$ cat src/rtl/fifo_uart_drain.sv
// fifo_uart_drain: drains 16-bit FIFO words to a UART as tagged byte frames,
// then closes the dump with an end frame carrying word count and checksum.
module fifo_uart_drain #(
  parameter logic [7:0] TAG_WORD = 8'hA5,
  parameter logic [7:0] TAG_END  = 8'h5A
) (
  input  logic        clk,
  input  logic        reset,
  input  logic        i_start,
  input  logic        i_fifo_empty,
  output logic        o_fifo_ready_for_output,
  input  logic        i_fifo_output_valid,
  input  logic [15:0] i_fifo_output_data,
  input  logic        i_tx_ready,
  output logic        o_write_strobe,
  output logic [7:0]  o_write_data,
  output logic        o_busy,
  output logic        o_done
);
  typedef enum logic [3:0] {
    IDLE, CHECK, REQ, WAIT_DATA, TX_TAG, TX_MSB, TX_LSB,
    TX_END, TX_CNT_HI, TX_CNT_LO, TX_CSUM, DONE
  } state_t;
  state_t      r_state, w_next;
  logic [15:0] r_word, r_count;
  logic [7:0]  r_csum, r_data, w_byte;
  logic        r_strobe, r_rd, r_busy, r_done, w_tx;
  // tx_ready lags the strobe by a cycle, so the cycle after a strobe is skipped
  assign w_tx = i_tx_ready && !r_strobe;
  assign o_fifo_ready_for_output = r_rd;
  assign o_write_strobe = r_strobe;
  assign o_write_data = r_data;
  assign o_busy = r_busy;
  assign o_done = r_done;
  always_comb begin
    w_byte = 8'h00;
    w_next = r_state;
    case (r_state)
      TX_TAG:    begin w_byte = TAG_WORD;       w_next = TX_MSB;    end
      TX_MSB:    begin w_byte = r_word[15:8];   w_next = TX_LSB;    end
      TX_LSB:    begin w_byte = r_word[7:0];    w_next = CHECK;     end
      TX_END:    begin w_byte = TAG_END;        w_next = TX_CNT_HI; end
      TX_CNT_HI: begin w_byte = r_count[15:8];  w_next = TX_CNT_LO; end
      TX_CNT_LO: begin w_byte = r_count[7:0];   w_next = TX_CSUM;   end
      TX_CSUM:   begin w_byte = r_csum;         w_next = DONE;      end
      default: ;
    endcase
  end
  always_ff @(posedge clk) begin
    if (reset) begin
      r_state  <= IDLE;
      r_word   <= 16'h0000;
      r_count  <= 16'h0000;
      r_csum   <= 8'h00;
      r_data   <= 8'h00;
      r_strobe <= 1'b0;
      r_rd     <= 1'b0;
      r_busy   <= 1'b0;
      r_done   <= 1'b0;
    end else begin
      r_strobe <= 1'b0;
      r_data   <= 8'h00;
      r_rd     <= 1'b0;
      r_done   <= 1'b0;
      case (r_state)
        IDLE: if (i_start) begin
          r_state <= CHECK;
          r_busy  <= 1'b1;
          r_count <= 16'h0000;
          r_csum  <= 8'h00;
        end
        CHECK: begin
          r_state <= i_fifo_empty ? TX_END : REQ;
          r_rd    <= !i_fifo_empty;
        end
        REQ: r_state <= WAIT_DATA;
        WAIT_DATA: if (i_fifo_output_valid) begin
          r_word  <= i_fifo_output_data;
          r_state <= TX_TAG;
        end
        DONE: begin
          r_state <= IDLE;
          r_busy  <= 1'b0;
        end
        default: if (w_tx) begin
          r_strobe <= 1'b1;
          r_data   <= w_byte;
          r_state  <= w_next;
          r_done   <= (r_state == TX_CSUM);
          if (r_state inside {TX_MSB, TX_LSB}) r_csum <= r_csum ^ w_byte;
          if (r_state == TX_LSB && r_count != 16'hFFFF) r_count <= r_count + 16'd1;
        end
      endcase
    end
  end
endmodule

$ cat config.mk
export PLATFORM = sky130hd
export DESIGN_NAME = fifo_uart_drain
export DESIGN_NICKNAME = d
export VERILOG_FILES = /design/src/rtl/fifo_uart_drain.sv
export SDC_FILE = /design/constraint.sdc
export NUM_CORES = 1
export LEC_CHECK = 0
export CAP_MARGIN = 10
export CORE_MARGIN = 2
export CORE_UTILIZATION = 60
export CTS_CLUSTER_SIZE = 24
export DETAILED_ROUTE_END_ITERATION = 8
export DONT_BUFFER_PORTS = 1
export PLACE_DENSITY_LB_ADDON = 0.12
export SLEW_MARGIN = 10
export SYNTH_ARGS = -nofsm -noshare
export SYNTH_HDL_FRONTEND = slang
export SYNTH_SLANG_ARGS = --single-unit
$ cat constraint.sdc
create_clock -name clk -period 2.3 [get_ports clk]
set_input_delay 0.46 -clock clk [delete_from_list [all_inputs] [get_ports clk]]
set_output_delay 0.46 -clock clk [all_outputs]
set_load 0.02 [all_outputs]
# Word-level counts from Yosys, hierarchy flattened
# Cells that the tools add are included.
[op_classes]
add_sub_neg = 1
n_bitwise = 4
n_reduce_logical = 21
n_eq_ne = 14
muxes = 18
[op_table]
columns = ["op", "n"]
rows = [
  ["case mux 8 bit (7 select lines)", 1],
  ["two-way mux 16 bit", 3],
  ["case mux 16 bit (2 select lines)", 1],
  ["case mux 4 bit (7 select lines)", 1],
  ["two-way mux 8 bit", 3],
  ["case mux 4 bit (5 select lines)", 1],
  ["adder 16 x 1 -> 16 bit (second input constant)", 1],
  ["== test 4 x 3 -> 1 bit (second input constant)", 4],
  ["== test 4 bit (second input constant)", 4],
  ["!= test 16 bit (second input constant)", 1],
  ["case mux 8 bit (2 select lines)", 1],
  ["two-way mux 4 bit", 3],
  ["AND reduction 4 bit", 3],
  ["nonzero test 12 bit", 1],
  ["nonzero test 2 bit", 5],
  ["== test 4 x 2 -> 1 bit (second input constant)", 2],
  ["XOR 8 bit", 1],
  ["OR reduction 7 bit", 1],
  ["nonzero test 6 bit", 1],
  ["OR reduction 6 bit", 1],
  ["== test 4 x 1 -> 1 bit (second input constant)", 1],
  ["zero test 4 bit", 1],
  ["!= test 2 bit (second input constant)", 2],
  ["AND reduction 2 bit", 2],
  ["8 further kinds", 13],
]
[word_totals]
wordCells = 67
reg_bits = 56
output_inout_bits = 12
in_bits = 22

# Logic depth before layout (Yosys ltp)
[logic_depth]
depth_word = 6
mapped_depth = 8
ltp_nobuf = 6

# Worst setup path after synthesis
# No wires, ideal clock.
[synth_timing]
path_type = "register -> register"
from = "register r_count[0]"
to = "register r_count[8]"
setup_ns = 0.070
slack_ns = 0.439
period_less_slack_ns = 1.861
required_time_ns = 2.230
stages_incl_launch_ff = 7
path_buffers = 0
arrival_time_ns = 1.791
cell_sequence = "dfxtp_1 ha_1 nand3_1 nor4_1 a21boi_4 o22ai_1 o2bb2ai_1"
[synth_between]
elab_chain_cells = 4
word_cells_on_any_way = 8
cone_classes = "add/sub (1); eq/ne (1); mux (3); reduce/logical (3)"
[synth_rtl]
columns = ["item", "line_no", "source"]
rows = [
  ["from (decl)", "25", "logic [15:0] r_word, r_count;"],
  ["from (signal assigned)", "91", "if (r_state == TX_LSB && r_count != 16'hFFFF) r_count <= r_count + 16'd1;"],
  ["adder 16 x 1 -> 16 bit / != test 16 bit (equally long branches)", "91", ""],
  ["two-way mux 16 bit / logical AND 1 bit (equally long branches)", "91", ""],
  ["two-way mux 16 bit / nonzero test 2 bit (equally long branches)", "-", ""],
  ["case mux 16 bit (2 select lines) / AND reduction 4 bit (equally long branches)", "-", ""],
]
# Parallel ways exist; a longest one is shown, timed or not. The select of a mux whose other input is x is not followed.
# A chain may end at the register's enable or synchronous reset.

# Worst setup path after layout
[layout_timing]
from = "register r_count[0]"
to = "register r_count[2]"
# The elaborated chain is that of the path after synthesis.

==> results.ini <==
[status]
status=finished, final reports clean

[setup_path]
r2r_end=r_count[2]
cp.arrival_ns=2.36
reg2reg_depth=6
r2r-start=r_count[0]
start_kind=flop
cp_max_fo=7
r2r_slack_ns=0.17
worst_setup_path_end_kind=flop
cp.required_ns=2.53
setup.worst_path.class=flop to flop

[hold_path]
hold_end=r_count[1]
hold_class=input pin to flop
hp-start=reset
worstHoldPathCells=1

[floorplanning]
fp.dieW_um=74.2
dieArea_um2=5510
design.core.area_um2=4720
io_pins=34
rows=25
die_y_um=74.2
initial_core_util=0.626

[logic_synthesis]
synthArstFlopShare=0
yosys.area.top_type=dfxtp_1
yosysSeqAreaShare=0.379
syn-instance-count=340
synth_flop_cell=dfxtp_1
ys_warn_count=0
synth_area_um2=2960
synth_edf_count=0
ys_ff_latch=56
synth_fp_nets=363
syn_area_per_cell_um2=8.70
ys_types=59
synth.area.top_cells=dfxtp_1 38%, mux2i_1 7.4%, nor2_1 4.8%
yosys.area.top_type_share=0.379

[cts]
clk_latency_ns=0.31
cts_max_path_buffers=2
htreeDepth=2
cts_tree=yes
cts_root_buf=clkbuf_8
post_cts_buffers=0
clk_pin_slew_worst_paths_ns=0.10
cts_made_buffers=5
clock-sinks=56

[route]
wirelength_met1_mm=3.05
wl_met3_um=377
wl_per_cell_um=17.3
vias=2573
ant_nets=0
drtIter0Drc=191
top_layer=met4
vias_per_cell=6.32
drtPass1Iterations=4
wl_met2_mm=3.45
drc=0
routed_wl_mm=7.04

[placed_design]
place_congestion=0.938
dp_hpwl_mm=5.13
place_area_um2=3040
place_ws_ns=0.219
portBuffers=0

[sta]
tightest_slew_ns=0.581
period_share=0.924
slew_headroom=0.611
max_freq_mhz=470
setup_viol=0
finClkSkew_ns=0.00942
min_period_ns=2.13
hold_slack_ns=0.208
finalHoldViolations=0
layout_setup_ws_ns=0.174
finalSetupTns_ns=0
slew_viol_final=0
rsz0062_at_grt=no

[pwr]
combPwrFrac=0.286
max-vdd-ir-drop_mv=0.489
power_frac_clock=0.243
power_leakage_nw=1.26
p_int_w=0.00151
switching_share=0.341
power_frac_seq=0.471
p_switching_w=0.000780
p_per_area_nw_per_um2=729

[layout]
final_common_cell=dfxtp_1
drive_gt1_frac=0.109
fin_util=0.665
finalInstanceArea_um2=3140
area_growth_syn_to_layout_pct=6.22
nNetsFinal=363
mostFrequentLayoutCells=56 x dfxtp_1, 38 x nor2_1, 22 x mux2i_1
n_antenna_cell=0

[run]
max_cap_violations=0

[grt]
grt_pass1_vias=2398
track_usage=0.273
grt_max_degree=39
grt_first_pass_wirelength_mm=11.6
gr-total-overflow=0
antenna_found_initial=0

## kinds of logic (layout without fill, tap and decap cells)
group / count (synthesis) / in the layout / share of synthesized area
mux: 25 / 25 / 0.0859
simple gates: 139 / 139 / 0.261
fa+ha+maj: 1 / 1 / 0.00423
compound gates: 83 / 83 / 0.202
flops: 56 / 56 / 0.379
buf+inv: 30 / 30 / 0.0503
xor+xnor: 6 / 6 / 0.0178
## through the flow
stage               power, W  instances
floorplan            0.00160        340
global placement     0.00173        400
detailed placement   0.00174        400
CTS                  0.00228        407
global route         0.00239        407
finish               0.00229        407
## registers in the layout, summed over array words and instances (netlist names)
signal and flops:
o_busy 1, o_done 1, o_fifo_ready_for_output 1, o_write_data 8, o_write_strobe 1, r_count 16
r_csum 8, r_state 4, r_word 16
## synthesized netlist by cell type (2+ instances only)
library cell	n
clkbuf_1	8
a221oi_1	4
a211o_1	5
nor2_1	38
a31oi_1	4
nor3_1	15
nand4_1	9
o21ai_0	14
nor4_1	4
a21o_1	6
nor2b_1	5
mux2_2	3
o32ai_1	4
nand3b_1	5
nand2b_1	11
nand2_1	13
a31o_2	2
dfxtp_1	56
nand3_1	15
a21oi_1	19
a32oi_1	5
buf_2	11
or4_1	4
buf_4	4
a211oi_1	2
o211ai_1	3
and3_1	5
inv_1	5
or3_1	6
xor2_1	5
mux2i_1	22
## worst max-delay path: stages, from the launching register on
cell	delay, ns
dfxtp_1	0.44
ha_1	0.25
nand3_1	0.22
or4_1	0.67
o21ai_4	0.24
nor2_1	0.08
nor3_1	0.16
## power by group through the flow
stage / registers (W) / logic (W) / clock network (W)
2_1_floorplan: 0.00106 / 0.000542 / 0
3_3_place_gp: 0.00110 / 0.000632 / 0
3_5_place_dp: 0.00110 / 0.000639 / 0
4_1_cts: 0.00108 / 0.000640 / 0.000567
5_1_grt: 0.00109 / 0.000709 / 0.000596
6_report: 0.00108 / 0.000656 / 0.000556
## metal layers
metal | track usage | vias to the layer above
met5 | 0 | -
met4 | 0.111 | 0
met3 | 0.0434 | 16
met2 | 0.464 | 83
met1 | 0.346 | 1206
li1 | - | 1268
## repair_timing
action                                  CTS  global route
hold buffers                              0             0
endpoints found under the setup margin    0             1
gates resized for setup                   0             1
## worst max-delay path by stage
stage,from,endpoint,slack (ns),cells after the start
global placement,r_count[0],r_count[2],0.21,6
global route,r_state[1],r_csum[7],0.04,6
floorplan,r_count[0],r_count[8],0.44,6
CTS,r_count[0],r_count[2],0.18,6
detailed placement,r_count[0],r_count[2],0.22,6
finish,r_count[0],r_count[2],0.17,6
## layout make-up
class                   instances  area, µm²
well taps                      67       83.8
multi-input cells             254       1700
inverters                       6       22.5
repair buffers                 17        128
clock inverters                 1       8.76
clock buffers                   6       82.6
flip-flops and latches         56       1120
fillers                       410       1580
No activity file was read; power rests on OpenSTA's default activity.
